File: src/rtl/counter_pkg.sv
// counter_pkg: shared direction constants and load clamp for counter_nbit and related blocks.
// COUNTER_NBIT_SAT_EN is undefined by default, so counters wrap and have no sat port.
package counter_pkg;
    localparam logic CNT_UP = 1'b1;
    localparam logic CNT_DN = 1'b0;
    function automatic logic [31:0] clamp_to_mod(input logic [31:0] v, input logic [31:0] max_v);
        return (v > max_v) ? max_v : v;
    endfunction
endpackage

File: src/rtl/counter_nbit_next.sv
// counter_nbit_next: combinational next-count and wrap-event decode for a modulo up/down counter.
module counter_nbit_next
    import counter_pkg::*;
#(
    parameter int WIDTH = 4,
    parameter longint unsigned MODULO = 64'(1) << WIDTH
) (
    input  logic [WIDTH-1:0] i_counter,
    input  logic             i_up,
    input  logic             i_sat,
    output logic [WIDTH-1:0] o_next,
    output logic             o_wrap_evt
);
    localparam logic [WIDTH-1:0] MAX = WIDTH'(MODULO - 1);
    logic w_edge;
    // compare against MAX explicitly so non-power-of-two moduli wrap correctly
    assign w_edge     = (i_up == CNT_UP) ? (i_counter == MAX) : (i_counter == '0);
    assign o_wrap_evt = w_edge & !i_sat;
    assign o_next     = w_edge ? (i_sat ? i_counter : ((i_up == CNT_UP) ? '0 : MAX))
                               : ((i_up == CNT_UP) ? i_counter + 1'b1 : i_counter - 1'b1);
endmodule

File: src/rtl/counter_nbit.sv
// counter_nbit: modulo up/down counter with load, cascadable tc and sticky wrap flag.
// Define COUNTER_NBIT_SAT_EN to add the sat port (saturate instead of wrap).
module counter_nbit
    import counter_pkg::*;
#(
    parameter int WIDTH = 4,
    parameter longint unsigned MODULO = 64'(1) << WIDTH
) (
    input  logic             clk,
    input  logic             rst,
    input  logic             en,
    input  logic             up,
    input  logic             load,
    input  logic [WIDTH-1:0] load_val,
    input  logic             clr_wrap,
`ifdef COUNTER_NBIT_SAT_EN
    input  logic             sat,
`endif
    output logic [WIDTH-1:0] counter,
    output logic             tc,
    output logic             wrap
);
    localparam logic [WIDTH-1:0] MAX = WIDTH'(MODULO - 1);
    logic [WIDTH-1:0] r_counter;
    logic             r_wrap;
    logic [WIDTH-1:0] w_next;
    logic [WIDTH-1:0] w_load;
    logic             w_wrap_evt;
    logic             w_sat;
`ifdef COUNTER_NBIT_SAT_EN
    assign w_sat = sat;
`else
    assign w_sat = 1'b0;
`endif
    assign w_load = WIDTH'(clamp_to_mod(32'(load_val), 32'(MAX)));
    counter_nbit_next #(.WIDTH(WIDTH), .MODULO(MODULO)) u_next (
        .i_counter (r_counter),
        .i_up      (up),
        .i_sat     (w_sat),
        .o_next    (w_next),
        .o_wrap_evt(w_wrap_evt)
    );
    always_ff @(posedge clk or negedge rst) begin
        if (!rst) begin
            r_counter <= '0;
            r_wrap    <= 1'b0;
        end else begin
            if (load)
                r_counter <= w_load;
            else if (en)
                r_counter <= w_next;
            r_wrap <= (r_wrap & !clr_wrap) | (en & !load & w_wrap_evt);
        end
    end
    assign counter = r_counter;
    assign wrap    = r_wrap;
    assign tc      = en & !load & ((up == CNT_DN) ? (r_counter == '0) : (r_counter == MAX));
endmodule

File: config.mk
export PLATFORM = sky130hd
export DESIGN_NAME = counter_nbit
export DESIGN_NICKNAME = d
export VERILOG_FILES = /design/src/rtl/counter_pkg.sv /design/src/rtl/counter_nbit_next.sv /design/src/rtl/counter_nbit.sv
export SDC_FILE = /design/constraint.sdc
export NUM_CORES = 1
export LEC_CHECK = 0
export ABC_CLOCK_PERIOD_IN_PS = 2700
export BUFFER_PORTS_ARGS = -buffer_cell sky130_fd_sc_hd__buf_4
export CAP_MARGIN = 5
export CORE_MARGIN = 2
export CORE_UTILIZATION = 35
export DETAILED_ROUTE_END_ITERATION = 7
export PLACE_DENSITY = 0.65
export SLEW_MARGIN = 10
export SYNTH_ARGS = -nofsm -noshare
export SYNTH_HDL_FRONTEND = slang
export SYNTH_HIERARCHICAL = 1
export SYNTH_SLANG_ARGS = --single-unit
export TNS_END_PERCENT = 5
File: constraint.sdc
create_clock -name clk -period 2.7 [get_ports clk]
set_input_delay 0.54 -clock clk [delete_from_list [all_inputs] [get_ports clk]]
set_output_delay 0.54 -clock clk [all_outputs]
set_load 0.01 [all_outputs]
# Word level (Yosys, flattened, before mapping)
# Cells that the tools add are included.
[word_totals]
input_bits = 10
out_inout_bits = 6
regBits = 5
wordCells = 19
[classes]
mux = 6
n_reduce_logical = 4
n_addsub = 2
bitwise_logic = 4
eq_ne = 1
[ops]
columns = ["operator", "n"]
rows = [
  ["2-to-1 mux 4 bit", 5],
  ["adder 4 x 1 -> 4 bit (second input constant)", 1],
  ["== test 4 bit (second input constant)", 1],
  ["zero test 4 bit", 1],
  ["subtractor 4 x 1 -> 4 bit (second input constant)", 1],
  ["bitwise AND 1 bit", 3],
  ["zero test 1 bit", 2],
  ["nonzero test 2 bit", 1],
  ["2-to-1 mux 1 bit", 1],
  ["OR 1 bit", 1],
]

# Depth between registers and ports, before layout
# Gate-level depths: netlist of the first run.
[depth]
ltp_word = 5
depth_mapped = 8
mapped_depth_nobuf = 8

# Modules after synthesis
# Netlist of the first run, hierarchy kept.
[modules_own_cells]
columns = ["module", "instances", "area_per_inst_um2", "seq_area_each_um2", "cells_per_inst"]
rows = [
  ["counter_nbit", 1, 265.3, 125.1, 28],
  ["counter_nbit_next", 1, 197.7, 0.0, 30],
]

# Least setup slack after synthesis of the first run
# OpenSTA, ideal clock, no wires.
[synth_timing]
kind = "input-to-reg"
startpoint = "input up"
endpoint = "register r_counter[3] (netlist: counter[3])"
path_stages = 8
n_path_buf = 0
setup_slack_ns = 0.547
required_ns = 2.566
setup_time_ns = 0.134
arrival_time_ns = 2.019
path_cell_list = "inv_1 > ha_1 > nand3_1 > and3_1 > o211a_1 > or4_1 > mux2i_1 > o21ai_0"
[synth_between]
elab_chain_cells = 4
elab_cells_between_ends = 6
classes_between = "mux (6)"
[synth_rtl]
columns = ["element", "line_no", "source"]
rows = [
  ["start, declared", "counter_nbit.sv:12", "input logic up,"],
  ["2-to-1 mux 4 bit (tied with other cells)", "counter_nbit_next.sv:20", ": ((i_up == CNT_UP) ? i_counter + 1'b1 : i_counter - 1'b1);"],
  ["2-to-1 mux 4 bit *", "counter_nbit_next.sv:19", "assign o_next = w_edge ? (i_sat ? i_counter : ((i_up == CNT_UP) ? '0 : MAX))"],
  ["net w_next[3]", "counter_nbit.sv:26", "logic [WIDTH-1:0] w_next;"],
  ["2-to-1 mux 4 bit *", "counter_nbit.sv:50", "else if (en)"],
  ["2-to-1 mux 4 bit *", "counter_nbit.sv:48", "if (load)"],
  ["end signal, assigned", "counter_nbit.sv:49", "r_counter <= w_load;"],
  ["end signal, assigned", "counter_nbit.sv:51", "r_counter <= w_next;"],
  ["end, declared", "counter_nbit.sv:24", "logic [WIDTH-1:0] r_counter;"],
]
# Mark *: on every way through the listed nets, which the timed path passes. The rest lies on a longest branch. The select of a mux whose other input is x is not followed.
# A chain may end at the register's enable or synchronous reset.

# Worst setup path in the final report of the first run
# Same ends and word-level chain as after synthesis.

==> results of run 1 <==
[flip-flops by register name, indices dropped and copies added, names as in the netlist]
name     cells
wrap         1
counter      4
[worst max-delay path, delay by kind of cell]
kind                       cells  cell delay [ns]
and+or+nand+nor                1             0.48
AOI/OAI and AO/OA              4             0.58
adders and majority gates      1             0.29
buffers and inverters          2             0.28
muxes                          1             0.14
[cells in the mapped netlist (2+ instances only)]
master	n	area, um^2
nand3b_1	2	15.0
nor3_1	2	10.0
o21ai_0	6	30.0
or4_1	2	15.0
a21oi_1	6	30.0
nand2_1	5	18.8
inv_1	4	15.0
nand4_1	2	12.5
mux2i_1	4	40.0
dfrtp_1	5	125
ha_1	2	25.0
nor2_1	5	18.8
[stage by stage]
stage / cells / utilization [%] / power, mW
3_5_place_dp: 92 / 48.2 / 0.233
3_3_place_gp: 92 / 48.2 / 0.230
4_1_cts: 96 / 50.3 / 0.323
2_1_floorplan: 63 / - / 0.183
5_1_grt: 96 / 50.3 / 0.348
6_report: 96 / 50.3 / 0.315
[power by group]
group          switching [mW]  internal, mW  total [mW]
clock network          0.0301        0.0558      0.0859
registers              0.0183        0.0848       0.103
logic                  0.0612        0.0652       0.126
total                   0.110         0.206       0.315
[worst min path at each step]
stage,end,slack [ns]
after floorplan,counter[0],0.24
after global placement,wrap,0.34
after detailed placement,wrap,0.34
after CTS,counter[1],0.08
after global routing,counter[1],0.07
final,counter[1],0.09
[routing by layer]
metal,share of wire (%),up-vias
met2,47,13
met5,0,-
met3,4.5,2
met4,1.3,0
li1,-,252
met1,47,211
[cells by family (layout without fill, tap and decap cells)]
kind of cell               Yosys count  in the layout  share of synthesized area [%]
other                                1              6                          0.810
muxes                                4              4                           8.65
adders and majority gates            3              3                           9.73
and+or+nand+nor                     23             23                           27.6
xor gates and xnor gates             1              1                           1.89
AOI/OAI and AO/OA                   15             15                           19.2
DFF                                  5              5                           27.0
buffers and inverters                6             24                           5.13
[layout make-up]
type | count | share of cell area [%]
sequential | 5 | 19.6
multi-input combinational | 52 | 52.2
timing repair buffer | 16 | 18.8
clock buffer | 4 | 4.12
inverter | 4 | 2.35
tap | 15 | 2.94
==> flow_summary.json, run 1 <==
{
  "start_kind": "input pin",
  "r2r_end": "counter[3]",
  "syn2layout_area_growth_pct": 37.8,
  "fin_setup_tns_ns": 0,
  "regToRegSetupSlack_ns": 0.60,
  "crit_type": "in -> reg",
  "worst_hold_slack_ns": 0.0872,
  "yosys_warnings": 6,
  "initialDrtViolationCount": 11,
  "clock-sinks": 5,
  "grt_max_degree": 12,
  "wl_per_cell_um": 10.4,
  "drive_above_1_share_pct": 24.7,
  "synth_area_um2": 463,
  "core-area_um2": 1270,
  "viasPerCell": 4.98,
  "max_freq_mhz": 459,
  "r2r_cells": 7,
  "grt_use_total_pct": 14.9,
  "nNetsFinal": 95,
  "crit_end": "counter[3]",
  "min_period_over_period_pct": 80.7,
  "worst_slack_ns": 0.520,
  "critical_path.max_stage_delay_ns": 0.48,
  "num-fill-cells": 141,
  "setup_viol": 0,
  "antenna_cells": 0,
  "layout_commonest_cell": "buf_4",
  "finalClockSkew_ns": 0.00478,
  "post_cts_resized": 0,
  "synth.distinct_cells": 25,
  "antenna_found_initial": 0,
  "wl_um": 999,
  "clk_latency_ns": 0.24,
  "final_cell_area_um2": 638,
  "r2r-start": "counter[1]",
  "drc": 0,
  "synth-seq-cells": 5,
  "synthArstFlopShare_pct": 100,
  "critPathLaunch": "up",
  "ant_nets": 0,
  "dpl_worst_slack_ns": 0.250,
  "avgSynthCellArea_um2": 7.98,
  "synth_edf_count": 0,
  "hpwl_um": 787,
  "synthFlopType": "dfrtp_1",
  "fp.dieArea_um2": 1630,
  "fp.dieH_um": 40.4,
  "regArea_um2": 125,
  "use_met3_pct": 8.33,
  "rows": 13,
  "ir_worst_vdd_mv": 0.388,
  "ctsHoldBuffers": 0,
  "routabilityCongestion": 0.721,
  "status": "finished, final reports clean",
  "placed_cell_area_um2": 612,
  "grt-busiest-layer": "met2",
  "hp-class": "in -> async",
  "final_cell_mix": "buf_4, o21ai_0, conb_1, a21oi_1",
  "cp.required_ns": 2.82,
  "post_cts_buffers": 0,
  "arrival_ns": 2.30,
  "overflow": 0,
  "power.density_nw_per_um2": 494,
  "worstSetupEndpointType": "flip-flop",
  "grt_pass1_wl_um": 1520,
  "start_util_pct": 36.5,
  "grt_pass1_vias": 378,
  "die-width_um": 40.4,
  "met1_usage_pct": 16.6,
  "numCtsBuffers": 3,
  "io_pins": 16,
  "synth_cells": 58,
  "via_count": 478,
  "p_leak_nw": 0.312,
  "hold_viol": 0,
  "h-tree-depth": 1,
  "cts_buffer_depth": 2,
  "numPortBuffers": 15,
  "rsz0062_at_grt": "no",
  "cts-root-buf": "clkbuf_4",
  "cap_violations": 0,
  "min_period_ns": 2.18,
  "grt_use_met2_pct": 22.6,
  "path_common_cell": "a21oi_1",
  "critPathSlowestCell": "or4_1",
  "multi_input_area_um2": 333,
  "worstPathMaxFanout": 8,
  "cp_cell_sequence": "buf_4, inv_1, ha_1, a21oi_1, a21oi_1, o211a_1, or4_1, mux2i_1, o21ai_0",
  "dr.pass1.iters": 4,
  "clkTransAtPathRegs_ns": 0.04,
  "report.final.slew_viol_count": 0,
  "cts_tree": "built",
  "synth.yosys.seq_area_share_pct": 27.0
}
Power figures use the tool's default switching activity.
==> run 2, diff against run 1 <==
--- a/config.mk
+++ b/config.mk
@@ -5,13 +5,13 @@
 export SDC_FILE = /design/constraint.sdc
 export NUM_CORES = 1
 export LEC_CHECK = 0
-export ABC_CLOCK_PERIOD_IN_PS = 2700
+export ABC_CLOCK_PERIOD_IN_PS = 1900
 export BUFFER_PORTS_ARGS = -buffer_cell sky130_fd_sc_hd__buf_4
 export CAP_MARGIN = 5
 export CORE_MARGIN = 2
 export CORE_UTILIZATION = 35
 export DETAILED_ROUTE_END_ITERATION = 7
-export PLACE_DENSITY = 0.65
+export PLACE_DENSITY = 0.68
 export SLEW_MARGIN = 10
 export SYNTH_ARGS = -nofsm -noshare
 export SYNTH_HDL_FRONTEND = slang
==> constraint.sdc (replaced) <==
create_clock -name clk -period 1.9 [get_ports clk]
set_input_delay 0.38 -clock clk [delete_from_list [all_inputs] [get_ports clk]]
set_output_delay 0.38 -clock clk [all_outputs]
set_load 0.01 [all_outputs]
==> flow_summary.json, run 2 (synthesis results as in run 1) <==
{
  "status": "finished, violations left",
  "violations": "negative setup slack",
  "cts_tree": "built",
  "grt_pass1_wl_um": 1860,
  "path_depth": 4,
  "viasPerCell": 4.87,
  "num-fill-cells": 119,
  "layout_commonest_cell": "buf_4",
  "ir_worst_vdd_mv": 0.678,
  "min_period_over_period_pct": 105,
  "fp.dieArea_um2": 1630,
  "routabilityCongestion": 0.685,
  "fin_cells": 108,
  "max_freq_mhz": 504,
  "fin_setup_tns_ns": -0.118,
  "via_count": 526,
  "wl_um": 1230,
  "critPathSlowestCell": "or4_4",
  "cp_top_family": "simple AND/OR/NAND/NOR gates",
  "syn2layout_area_growth_pct": 76.2,
  "nNetsFinal": 107,
  "start_util_pct": 36.5,
  "whs_path_depth": 2,
  "worstPathMaxFanout": 5,
  "drive_above_1_share_pct": 45.2,
  "numPortBuffers": 15,
  "hp-class": "in -> reg",
  "grt_max_degree": 12,
  "die-width_um": 40.4,
  "worst_slack_ns": -0.0856,
  "antenna_cells": 0,
  "place_inst": 100,
  "cts_buffer_depth": 2,
  "initialDrtViolationCount": 9,
  "rows": 13,
  "p_leak_nw": 0.371,
  "largest_register_ffs": 4,
  "fp.dieH_um": 40.4,
  "setup_viol": 2,
  "clock-sinks": 5,
  "core-area_um2": 1270,
  "clkTransAtPathRegs_ns": 0.05,
  "critical_path.max_stage_delay_ns": 0.51,
  "crit_type": "reg -> out",
  "ant_nets": 0,
  "min_period_ns": 1.99,
  "clk_latency_ns": 0.25,
  "drc": 0,
  "io_pins": 16,
  "power.density_nw_per_um2": 687,
  "grt_use_total_pct": 17.4,
  "overflow": 0,
  "arrival_ns": 1.61,
  "rsz0062_at_grt": "yes",
  "grt_pass1_vias": 452,
  "antenna_found_initial": 0,
  "cp_cell_sequence": "buf_6, or4_4, o22ai_2, buf_4",
  "cp.required_ns": 1.52,
  "hold_viol": 0,
  "cts-root-buf": "clkbuf_4",
  "wl_per_cell_um": 11.4,
  "worstSetupEndpointType": "output pin",
  "dr.pass1.iters": 4,
  "final_cell_mix": "buf_4, conb_1, o21ai_0, nand2_1, nor2_1",
  "r2r_cells": 8,
  "cap_violations": 0,
  "h-tree-depth": 1,
  "report.final.slew_viol_count": 0,
  "numCtsBuffers": 3,
  "crit_buf_inv": 2,
  "start_kind": "flip-flop",
  "finalClockSkew_ns": 0.0102,
  "fin_util_pct": 64.3
}
-- run 2: cell count changes in the layout (fill, tap and decap cells not counted), moves of 2 or more --
cell     delta
buf_4       +8
a21oi_1     -2
buf_6       +3
ha_4        +2
dfrtp_2     +2
ha_1        -2
dfrtp_1     -2
-- run 2: through the flow --
step | power [mW] | setup WS (ns) | hold slack, ns | cell area [um^2]
floorplan | 0.281 | -0.0581 | 0.0844 | 522
global placement | 0.382 | -0.214 | 0.183 | 712
detailed placement | 0.384 | -0.229 | 0.184 | 712
CTS | 0.552 | -0.0731 | 0.310 | 795
global route | 0.604 | -0.118 | 0.321 | 816
finish | 0.560 | -0.0856 | 0.319 | 816
-- run 2: layer usage --
metal | part of all wire [%] | wire length (um) | GRT usage, % | vias up
li1 | - | - | - | 277
met1 | 45 | 555 | 21.5 | 237
met2 | 51 | 622 | 29.0 | 12
met3 | 4.2 | 52 | 5.00 | 0
met4 | 0 | 0 | 5.00 | 0
met5 | 0 | 0 | 0 | -
-- run 2: repair_timing --
| action | in CTS | in global routing |
|---|---|---|
| setup buffers | 3 | 0 |
| pin swaps | 4 | 0 |
| resized for setup | 5 | 4 |
| endpoints found under the hold margin | 5 | 0 |
| hold buffers | 1 | 0 |
| endpoints found under the setup margin | 2 | 2 |
-- run 2: worst paths after layout --
path | start | end | slack [ns]
max | counter[1] | tc | -0.09
min | clr_wrap | wrap | 0.32
max reg2reg | counter[1] | counter[3] | -0.03
min reg2reg | wrap | wrap | 0.53
max in group asynchronous | rst | counter[2] | 1.29
min in group asynchronous | rst | counter[0] | 0.48
-- run 2: power breakdown --
part	internal (mW)	switching, mW	total [mW]
Clock	0.0795	0.0459	0.125
Sequential	0.122	0.0138	0.136
Combinational	0.166	0.133	0.299
Total	0.367	0.193	0.560
-- run 2: area by class of cell --
type                       instances  area, um^2  area share [%]
inverter                           4        18.8            2.30
multi-input combinational         52         400            49.1
tap                               15        18.8            2.30
clock buffer                       4        26.3            3.22
timing repair buffer              28         224            27.5
sequential                         5         128            15.6
==> run 3, diff against run 2 <==
--- a/config.mk
+++ b/config.mk
@@ -10,6 +10,7 @@
 export CAP_MARGIN = 5
 export CORE_MARGIN = 2
 export CORE_UTILIZATION = 35
+export CTS_BUF_LIST = sky130_fd_sc_hd__clkbuf_4 sky130_fd_sc_hd__clkbuf_8 sky130_fd_sc_hd__clkbuf_16
 export DETAILED_ROUTE_END_ITERATION = 7
 export PLACE_DENSITY = 0.68
 export SLEW_MARGIN = 10
==> flow_summary.json, run 3 (synthesis results as in run 1) <==
{
  "status": "finished, violations left",
  "violations": "negative setup slack",
  "start_kind": "flip-flop",
  "grt_pass1_vias": 445,
  "hold_viol": 0,
  "worstSetupEndpointType": "output pin",
  "routabilityCongestion": 0.685,
  "cp.required_ns": 1.52,
  "worst_hold_slack_ns": 0.318,
  "grt_pass1_wl_um": 1870,
  "rsz0062_at_grt": "yes",
  "wl_met3_um": 61,
  "grt_use_total_pct": 17.8,
  "worst_slack_ns": -0.0556,
  "overflow": 0,
  "final_cell_mix": "buf_4, conb_1, o21ai_0, nand2_1, nor2_1",
  "power.density_nw_per_um2": 701,
  "grt_max_degree": 12,
  "dpl_worst_slack_ns": -0.229,
  "viasPerCell": 4.97,
  "numCtsBuffers": 3,
  "placed_cell_area_um2": 712,
  "antenna_found_initial": 0,
  "fp.dieArea_um2": 1630,
  "critPathSlowestCell": "or4_1",
  "min_period_over_period_pct": 103,
  "worstPathMaxFanout": 5,
  "rows": 13,
  "dr_wl_met2_um": 580,
  "clock-sinks": 5,
  "io_pins": 16,
  "layout_commonest_cell": "buf_4",
  "crit_type": "reg -> out",
  "finalClockSkew_ns": 0.00749,
  "die-width_um": 40.4,
  "ir_worst_vdd_mv": 0.675,
  "cp_cell_sequence": "buf_6, or4_1, o22ai_1, buf_4",
  "clkTransAtPathRegs_ns": 0.05,
  "arrival_ns": 1.58,
  "setup_viol": 2,
  "drive_above_1_share_pct": 44.1,
  "place_inst": 100,
  "h-tree-depth": 1,
  "largest_register_ffs": 4,
  "dr.pass1.iters": 4,
  "nNetsFinal": 107,
  "p_leak_nw": 0.372,
  "wl_um": 1190,
  "cts_buffer_depth": 2,
  "syn2layout_area_growth_pct": 74.9,
  "cp_top_family": "simple AND/OR/NAND/NOR gates",
  "max_freq_mhz": 511,
  "min_period_ns": 1.96,
  "start_util_pct": 36.5,
  "wl_met1_um": 549,
  "cap_violations": 0,
  "top_layer_used": "met3",
  "cts-root-buf": "clkbuf_4",
  "critical_path.max_stage_delay_ns": 0.49,
  "antenna_cells": 0,
  "via_count": 537,
  "clk_latency_ns": 0.24,
  "numPortBuffers": 15,
  "report.final.slew_viol_count": 0,
  "cts_tree": "built",
  "hp-class": "in -> reg",
  "fp.dieH_um": 40.4,
  "final_cell_area_um2": 810,
  "ant_nets": 0,
  "drc": 0,
  "fin_cells": 108,
  "wl_per_cell_um": 11.0,
  "core-area_um2": 1270,
  "fin_setup_tns_ns": -0.0855,
  "crit_buf_inv": 2,
  "initialDrtViolationCount": 10
}
## run 3: changes by cell type in the layout (fill, tap and decap cells not counted)
cell / before / now
clkbuf_1: 1 / 0
clkbuf_4: 3 / 4
o22ai_1: 0 / 1
or4_4: 1 / 0
o22ai_2: 1 / 0
or4_1: 1 / 2
## run 3: final cells by class
type	instances	area (um^2)
Tap cell	15	18.8
Timing Repair Buffer	28	224
Inverter	4	18.8
Sequential cell	5	128
Fill cell	118	459
Clock buffer	4	30.0
Multi-Input combinational cell	52	390
## run 3: layer usage
metal | up-vias | GRT usage (%)
li1 | 275 | -
met1 | 244 | 22.3
met2 | 18 | 29.4
met3 | 0 | 5.00
met4 | 0 | 5.00
met5 | - | 0
## run 3: what timing repair did
item | 4_1_cts | 5_1_grt
gates resized for setup | 5 | 2
pin swaps | 4 | 0
buffers inserted | 3 | 0
setup endpoints to repair | 2 | 2
hold endpoints to repair | 5 | 0
hold buffers | 1 | 0
cloned | 0 | 0
## run 3: path summary, 6_finish.rpt
kind	depth (start not counted)	slack, ns	start	to
min in group asynchronous	2	0.49	rst	counter[0]
min	2	0.32	clr_wrap	wrap
min reg2reg	2	0.53	wrap	wrap
max reg2reg	8	-0.03	counter[1]	counter[3]
max	4	-0.06	counter[1]	tc
max in group asynchronous	2	1.29	rst	counter[2]
## run 3: per-stage QoR
step	power [mW]	util (%)
after floorplan	0.281	-
after global placement	0.382	56.1
after detailed placement	0.384	56.1
after CTS	0.566	62.9
after global routing	0.614	63.8
final	0.567	63.8
## run 3: where the power goes
part	switching (mW)	internal [mW]	leakage [nW]
Combinational	0.131	0.163	0.294
Sequential	0.0138	0.122	0.0600
Clock	0.0440	0.0936	0.0184
